`config.mk`:
```
export PLATFORM = sky130hd
export DESIGN_NAME = bsram_arbiter
export DESIGN_NICKNAME = d
export VERILOG_FILES = /design/src/rtl/bsram_arbiter.sv
export SDC_FILE = /design/constraint.sdc
export NUM_CORES = 1
export LEC_CHECK = 0
export ABC_AREA = 1
export CORE_AREA = 2 2 135 84
export DETAILED_ROUTE_END_ITERATION = 8
export DIE_AREA = 0 0 137 86
export PLACE_DENSITY = 0.72
export SLEW_MARGIN = 10
export SYNTH_ARGS = -nofsm -noshare
export SYNTH_HDL_FRONTEND = slang
export SYNTH_SLANG_ARGS = --single-unit
```
`constraint.sdc`:
```
create_clock -name clock -period 2.2 [get_ports clock]
set_input_delay 0.44 -clock clock [delete_from_list [all_inputs] [get_ports clock]]
set_output_delay 0.44 -clock clock [all_outputs]
set_load 0.02 [all_outputs]
```
`src/rtl/bsram_arbiter.sv`:
```
// Round-robin arbiter sharing one BSRAM (separate read/write ports) between two clients.
// Optional power-up zero-fill sweep enabled by defining BSRAM_ARB_INIT_EN.
module bsram_arbiter #(
    parameter int DATA_WIDTH = 32,
    parameter int ADDR_WIDTH = 8
) (
    input  logic                  clock,
    input  logic                  reset,
    input  logic                  c0_read,
    input  logic                  c0_write,
    input  logic [ADDR_WIDTH-1:0] c0_address,
    input  logic [DATA_WIDTH-1:0] c0_writeData,
    output logic                  c0_grant,
    output logic                  c0_readValid,
    output logic [DATA_WIDTH-1:0] c0_readData,
    input  logic                  c1_read,
    input  logic                  c1_write,
    input  logic [ADDR_WIDTH-1:0] c1_address,
    input  logic [DATA_WIDTH-1:0] c1_writeData,
    output logic                  c1_grant,
    output logic                  c1_readValid,
    output logic [DATA_WIDTH-1:0] c1_readData,
    output logic                  mem_readEnable,
    output logic [ADDR_WIDTH-1:0] mem_readAddress,
    input  logic [DATA_WIDTH-1:0] mem_readData,
    output logic                  mem_writeEnable,
    output logic [ADDR_WIDTH-1:0] mem_writeAddress,
    output logic [DATA_WIDTH-1:0] mem_writeData,
    output logic                  initDone
);

    logic c0Req;
    logic c1Req;
    logic arbActive;
    logic lastGrant;   // 1: client 1 was granted last, so client 0 wins the next contention

    assign c0Req = c0_read | c0_write;
    assign c1Req = c1_read | c1_write;

`ifdef BSRAM_ARB_INIT_EN
    localparam logic STATE_INIT = 1'b0;
    localparam logic STATE_ARB  = 1'b1;
    localparam logic [ADDR_WIDTH:0] INIT_LAST = {1'b0, {ADDR_WIDTH{1'b1}}};

    logic                state;
    logic [ADDR_WIDTH:0] initCount;

    always_ff @(posedge clock) begin
        if (reset) begin
            state     <= STATE_INIT;
            initCount <= '0;
        end else if (state == STATE_INIT) begin
            initCount <= initCount + 1'b1;
            if (initCount == INIT_LAST) begin
                state <= STATE_ARB;
            end
        end
    end

    assign arbActive = !reset && (state == STATE_ARB);
    assign initDone  = (state == STATE_ARB);
`else
    assign arbActive = !reset;
    assign initDone  = 1'b1;
`endif

    always_comb begin
        c0_grant = 1'b0;
        c1_grant = 1'b0;
        if (arbActive) begin
            if (c0Req && c1Req) begin
                c0_grant = lastGrant;
                c1_grant = !lastGrant;
            end else begin
                c0_grant = c0Req;
                c1_grant = c1Req;
            end
        end
    end

    always_comb begin
        mem_readEnable   = 1'b0;
        mem_readAddress  = '0;
        mem_writeEnable  = 1'b0;
        mem_writeAddress = '0;
        mem_writeData    = '0;
        if (c0_grant) begin
            mem_readEnable   = c0_read;
            mem_writeEnable  = c0_write;
            mem_readAddress  = c0_address;
            mem_writeAddress = c0_address;
            mem_writeData    = c0_writeData;
        end else if (c1_grant) begin
            mem_readEnable   = c1_read;
            mem_writeEnable  = c1_write;
            mem_readAddress  = c1_address;
            mem_writeAddress = c1_address;
            mem_writeData    = c1_writeData;
        end
`ifdef BSRAM_ARB_INIT_EN
        if (!reset && state == STATE_INIT) begin
            mem_writeEnable  = 1'b1;
            mem_writeAddress = initCount[ADDR_WIDTH-1:0];
            mem_writeData    = '0;
        end
`endif
    end

    always_ff @(posedge clock) begin
        if (reset) begin
            lastGrant    <= 1'b1;
            c0_readValid <= 1'b0;
            c1_readValid <= 1'b0;
            c0_readData  <= '0;
            c1_readData  <= '0;
        end else begin
            if (c0_grant) begin
                lastGrant <= 1'b0;
            end else if (c1_grant) begin
                lastGrant <= 1'b1;
            end
            c0_readValid <= c0_grant && c0_read;
            c1_readValid <= c1_grant && c1_read;
            if (c0_grant && c0_read) begin
                c0_readData <= mem_readData;
            end
            if (c1_grant && c1_read) begin
                c1_readData <= mem_readData;
            end
        end
    end

endmodule

```
==> out/results.tsv, run 1 <==
metric	value	unit
finalCriticalPeriod	2100	ps
seq_area	1340	um^2
drtAntennaViolNets	0	
yosysUniqueCellTypes	20	
status	complete, no violations	
gr-total-overflow	0	
fin_skew	4.60	ps
worst_pin_slew	680	ps
routedWlPerCell	14.0	um
slowest_delay	290	ps
cts_max_level	3	
syn_inst	541	
syn_nets	659	
crit_required	1760	ps
final_max_slew_viol_count	0	
die-width	137	um
crit_chain	clkdlybuf4s15_1, nor2_2, nor3_4, buf_6, buf_8, nand2_1, nand2_1, clkdlybuf4s15_2	
cp_max_fo	7	
grt_pass1_wl	20100	um
clkSlewWorstSetupHoldPaths	50	ps
yosysSeqAreaShare	0.392	
num-nets-final	891	
end_kind	primary output	
multi_input_area	1450	um^2
crit_slowest_cell	clkdlybuf4s15_2	
wirelength	12800	um
detail_route.iter0.violations	153	
ys_ff_latch	67	
grt_pass1_vias	4147	
grt_max_degree	66	
cts.path.max_buffers	2	
hold_viol_final	0	
fin_hold_ws	475	ps
post-dp-hpwl	9530	um
syn_to_final_growth	76.8	%
firstDrtPassIters	5	
p_total	4.08	mW
maxSlewHeadroom	0.547	
netlist_area	3420	um^2
min_period_over_period	0.956	
cts_buffers	9	
clk-insertion-delay-late	330	ps
fmax	476	MHz
worst_slack	97.4	ps
leakage	2.96	nW
cp_common_cell	nand2_1	
syn_avg_cell_area	6.32	um^2
cts.sinks	67	
final_cell_mix	188 x nand2_1, 178 x clkdlybuf4s50_1, 68 x inv_1	
antenna_found_initial	0	
start_kind	primary input	
via_count	4069	
io_buffers	235	
holdCritPathClass	reg2reg	
dp.cells	892	
ios	237	
drc	0	
drive_above_1_share	0.185	
viasPerCell	4.44	
place.gp.congestion	0.833	
grt_usage	0.221	
rows	29	
critPathKind	in2out	
grt_setup_unrepaired	no	
yosysWarnings	0	
fill_cells	950	
pre_cts_ws	-692	ps
crit_start	c0_write	
power.density	675	nW/um^2
tritoncts	built	
cap_violations	0	
cts-root-buf	clkbuf_16	
dieArea	11800	um^2
min_from	c0_readData[28]	
stdcell_count	917	
core_area	10500	um^2
r2r-start	lastGrant	
initial_utilization	0.327	
n_antenna_cell	0	
cp.arrival	1660	ps
peakVddDrop	413	uV
layout_commonest_cell	nand2_1	
setup_viol	0	
fp.dieH	86	um
[worst max-delay path, delay by kind of cell]
family                 cells  cell delay [ps]
AND/OR/NAND/NOR            4              410
buffers and inverters      4              790
[cell type report]
type                    instances  area share
clock buffers                  10      0.0395
clock inverters                 6      0.0105
inverters                     102      0.0633
multi-input cells             328       0.240
flip-flops and latches         67       0.222
well taps                     139      0.0287
repair buffers                265       0.396
[metrics by stage]
step                cell area [um^2]  utilization  setup TNS, ps
floorplan                       3420            -              0
global placement                5860        0.561         -28130
detailed placement              5860        0.561         -30910
CTS                             6100        0.583              0
global route                    6050        0.579              0
finish                          6050        0.579              0
[synthesized netlist by cell type]
library cell  number  area (um^2)
nand3_2            1         10.0
nor2_1            34          128
dfxtp_1           67         1340
buf_4             13         97.6
nor2_2             1         6.26
nor3_4             1         16.3
nand2_1          189          709
a21oi_1            1         5.00
o21ai_1           32          160
nand4_1           32          200
buf_6              5         56.3
buf_1              6         22.5
nand3_1           33          165
o21ai_2            2         17.5
inv_2             33          124
conb_1             1         3.75
inv_1             69          259
nor2_4             1         11.3
buf_2             10         50.1
clkbuf_1          10         37.5
[flip-flops by register name (all words and copies together), names as in the netlist]
register      cells
c0_readValid      1
c1_readValid      1
c0_readData      32
c1_readData      32
lastGrant         1
[timing repair]
| action | CTS | global route |
|---|---|---|
| endpoints found under the setup margin | 51 | 36 |
| setup buffers | 8 | 1 |
| pin swaps | 2 | 2 |
| gates cloned | 1 | 0 |
| gates resized for setup | 205 | 17 |
| endpoints found under the hold margin | 0 | 0 |
| hold buffers | 0 | 0 |
[routing by layer]
layer,share of wire,track usage,vias to the layer above
met5,0,0,-
met4,0.023,0.0806,0
met3,0.091,0.0851,23
met2,0.47,0.382,166
met1,0.42,0.247,1789
li1,-,-,2091
[kinds of logic after synthesis]
group	after synthesis	synth area share
AND/OR/NAND/NOR	292	0.364
other	1	0.00110
AO/OA/AOI/OAI	35	0.0534
flip-flops	67	0.392
buffers and inverters	146	0.189
[final timing paths]
check                   endpoint  slack, ps  cells past startpoint
max          mem_writeAddress[3]        100                      8
min              c0_readData[28]        470                      2
max reg2reg      c0_readData[15]        300                     10
min reg2reg      c0_readData[28]        470                      2
[report_power, final]
part	switching [mW]	total (mW)	internal [mW]
Combinational	0.689	1.28	0.590
Clock	0.537	1.44	0.907
Sequential	0.0507	1.36	1.31
(Power assumes the default switching activity.)
==> run 2: changes to the inputs <==
--- a/config.mk
+++ b/config.mk
@@ -6,10 +6,10 @@
 export NUM_CORES = 1
 export LEC_CHECK = 0
 export ABC_AREA = 1
-export CORE_AREA = 2 2 135 84
+export CORE_AREA = 2 2 126 79
 export DETAILED_ROUTE_END_ITERATION = 8
-export DIE_AREA = 0 0 137 86
-export PLACE_DENSITY = 0.72
+export DIE_AREA = 0 0 128 81
+export PLACE_DENSITY = 0.82
 export SLEW_MARGIN = 10
 export SYNTH_ARGS = -nofsm -noshare
 export SYNTH_HDL_FRONTEND = slang
==> run 2 against run 1 <==
Compared with the run above: maximum frequency shrank 2.4%; final cell count is 2.5% lower; clock skew increased by 3.5 ps; largest power group unchanged; highest routed layer unchanged.
==> out/results.tsv, run 2 (synthesis results as in run 1) <==
metric	value	unit	change
status	complete, no violations		
power_frac_clock	0.372		+0.018
drc	0		unchanged
switching_power	1.29	mW	+0.97%
gr-total-overflow	0		unchanged
cp.arrival	1710	ps	+50 ps
p_seq_frac	0.317		-0.016
slowest_delay	270	ps	-20 ps
grt_pass1_wl	20000	um	-0.52%
maxSlewHeadroom	0.554		+0.00711
critPathKind	in2out		
drtAntennaViolNets	0		unchanged
largestRegisters	c0_readData x32, c1_readData x32		
wirelength	13100	um	+2.5%
swShare	0.301		-0.0115
cap_violations	0		unchanged
combPwrFrac	0.311		-0.002
crit_chain	dlygate4sd2_1, buf_4, o21ai_4, nand2_2, clkinv_4, buf_16, nand2_1, nand2_1, buf_4		
routedWlPerCell	14.7	um	+5.1%
fill_cells	783		-18%
r2r-start	lastGrant		
cts-root-buf	clkbuf_16		
fmax	464	MHz	-2.4%
rows	28		-3.4%
syn_to_final_growth	80.1	%	
end_kind	primary output		
grt_pass1_vias	3960		-4.5%
crit_slowest_cell	dlygate4sd2_1		
fin_skew	8.10	ps	+3.50 ps
grt_setup_unrepaired	yes		
place.gp.congestion	0.863		+3.6%
firstDrtPassIters	5		unchanged
power.density	694	nW/um^2	+2.9%
viasPerCell	4.65		+4.9%
stdcell_count	894		-2.5%
layout_commonest_cell	nand2_1		
peakVddDrop	423	uV	+2.5%
final_util	0.656		+0.0771
ios	237		unchanged
detail_route.iter0.violations	271		+77%
cts_buffers	9		unchanged
dieArea	10400	um^2	-12%
cp_max_fo	12		+5
min_period_over_period	0.979		+0.0234
postCtsHoldBufs	0		unchanged
grt_usage	0.249		+0.0286
cts.sinks	67		unchanged
finalSetupTns	0	ps	unchanged
final_cell_mix	186 x nand2_1, 178 x clkdlybuf4s50_1, 68 x inv_1		
antenna_found_initial	0		unchanged
final_max_slew_viol_count	0		unchanged
fin_area	6160	um^2	+1.8%
crit_required	1760	ps	about the same
drive_above_1_share	0.180		-0.00550
initial_utilization	0.364		+0.0370
grt_max_degree	66		unchanged
fp.dieH	81	um	-5.8%
via_count	4161		+2.3%
clk-insertion-delay-late	330	ps	about the same
crit_start	c0_write		
leakage	3.00	nW	+1.2%
num-nets-final	887		-0.45%
start_kind	primary input		
holdCritPathClass	reg2reg		
io_buffers	235		unchanged
fin_hold_ws	475	ps	-0.112 ps
core_area	9390	um^2	-10%
die-width	128	um	-6.6%
n_antenna_cell	0		unchanged
tritoncts	built		
hold_viol_final	0		unchanged
worst_pin_slew	669	ps	-10.7 ps
post-dp-hpwl	9460	um	-0.73%
cts.path.max_buffers	2		unchanged
setup_viol	0		unchanged
clkSlewWorstSetupHoldPaths	50	ps	about the same
finalCriticalPeriod	2150	ps	+51.5 ps
dp.cells	871		-2.4%
cts_max_level	3		unchanged
min_from	c0_readData[13]		
p_int	2.99	mW	+6.6%
place_area	5830	um^2	-0.58%
run 2: power by group through the flow:
stage	Sequential, mW	Combinational (mW)	Clock (mW)
finish	1.36	1.33	1.59
global route	1.37	1.42	1.67
CTS	1.36	1.31	1.61
detailed placement	1.38	1.31	0
global placement	1.38	1.29	0
floorplan	1.49	0.530	0
run 2: layout make-up:
| class | count | area, um^2 | share of cell area |
|---|---|---|---|
| Tap cell | 120 | 150 | 0.0244 |
| Clock buffer | 11 | 253 | 0.0410 |
| Inverter | 102 | 388 | 0.0630 |
| Multi-Input combinational cell | 328 | 1460 | 0.237 |
| Clock inverter | 5 | 83.8 | 0.0136 |
| Sequential cell | 67 | 1340 | 0.218 |
| Timing Repair Buffer | 261 | 2480 | 0.403 |
run 2: layer usage:
metal,part of all wire,up-vias,GRT usage
li1,-,2084,-
met1,0.43,1846,0.303
met3,0.085,22,0.0744
met2,0.46,209,0.429
met4,0.021,0,0.0802
met5,0,-,0
run 2: what timing repair did:
action,in CTS,in global routing
pin swaps,4,3
gates resized for setup,242,15
cloned,3,2
buffers inserted,2,0
endpoints found under the setup margin,52,37
run 2: worst paths after layout:
path / end / slack, ps / cells after the start
hold reg to reg: c0_readData[13] / 470 / 2
setup / recovery: mem_writeData[11] / 50 / 9
hold / removal: c0_readData[13] / 470 / 2
setup reg to reg: c0_readData[21] / 460 / 8
run 2: critical path, delay by kind of cell:
family	cells	cell delay, ps
and+or+nand+nor	3	250
buffers and inverters	5	840
AOI/OAI and AO/OA	1	170
run 2: through the flow:
| step | setup WS [ps] | power, mW |
|---|---|---|
| floorplan | 174 | 2.02 |
| global placement | -634 | 2.67 |
| detailed placement | -683 | 2.69 |
| CTS | 1.97 | 4.28 |
| global route | -19.5 | 4.46 |
| finish | 45.9 | 4.28 |
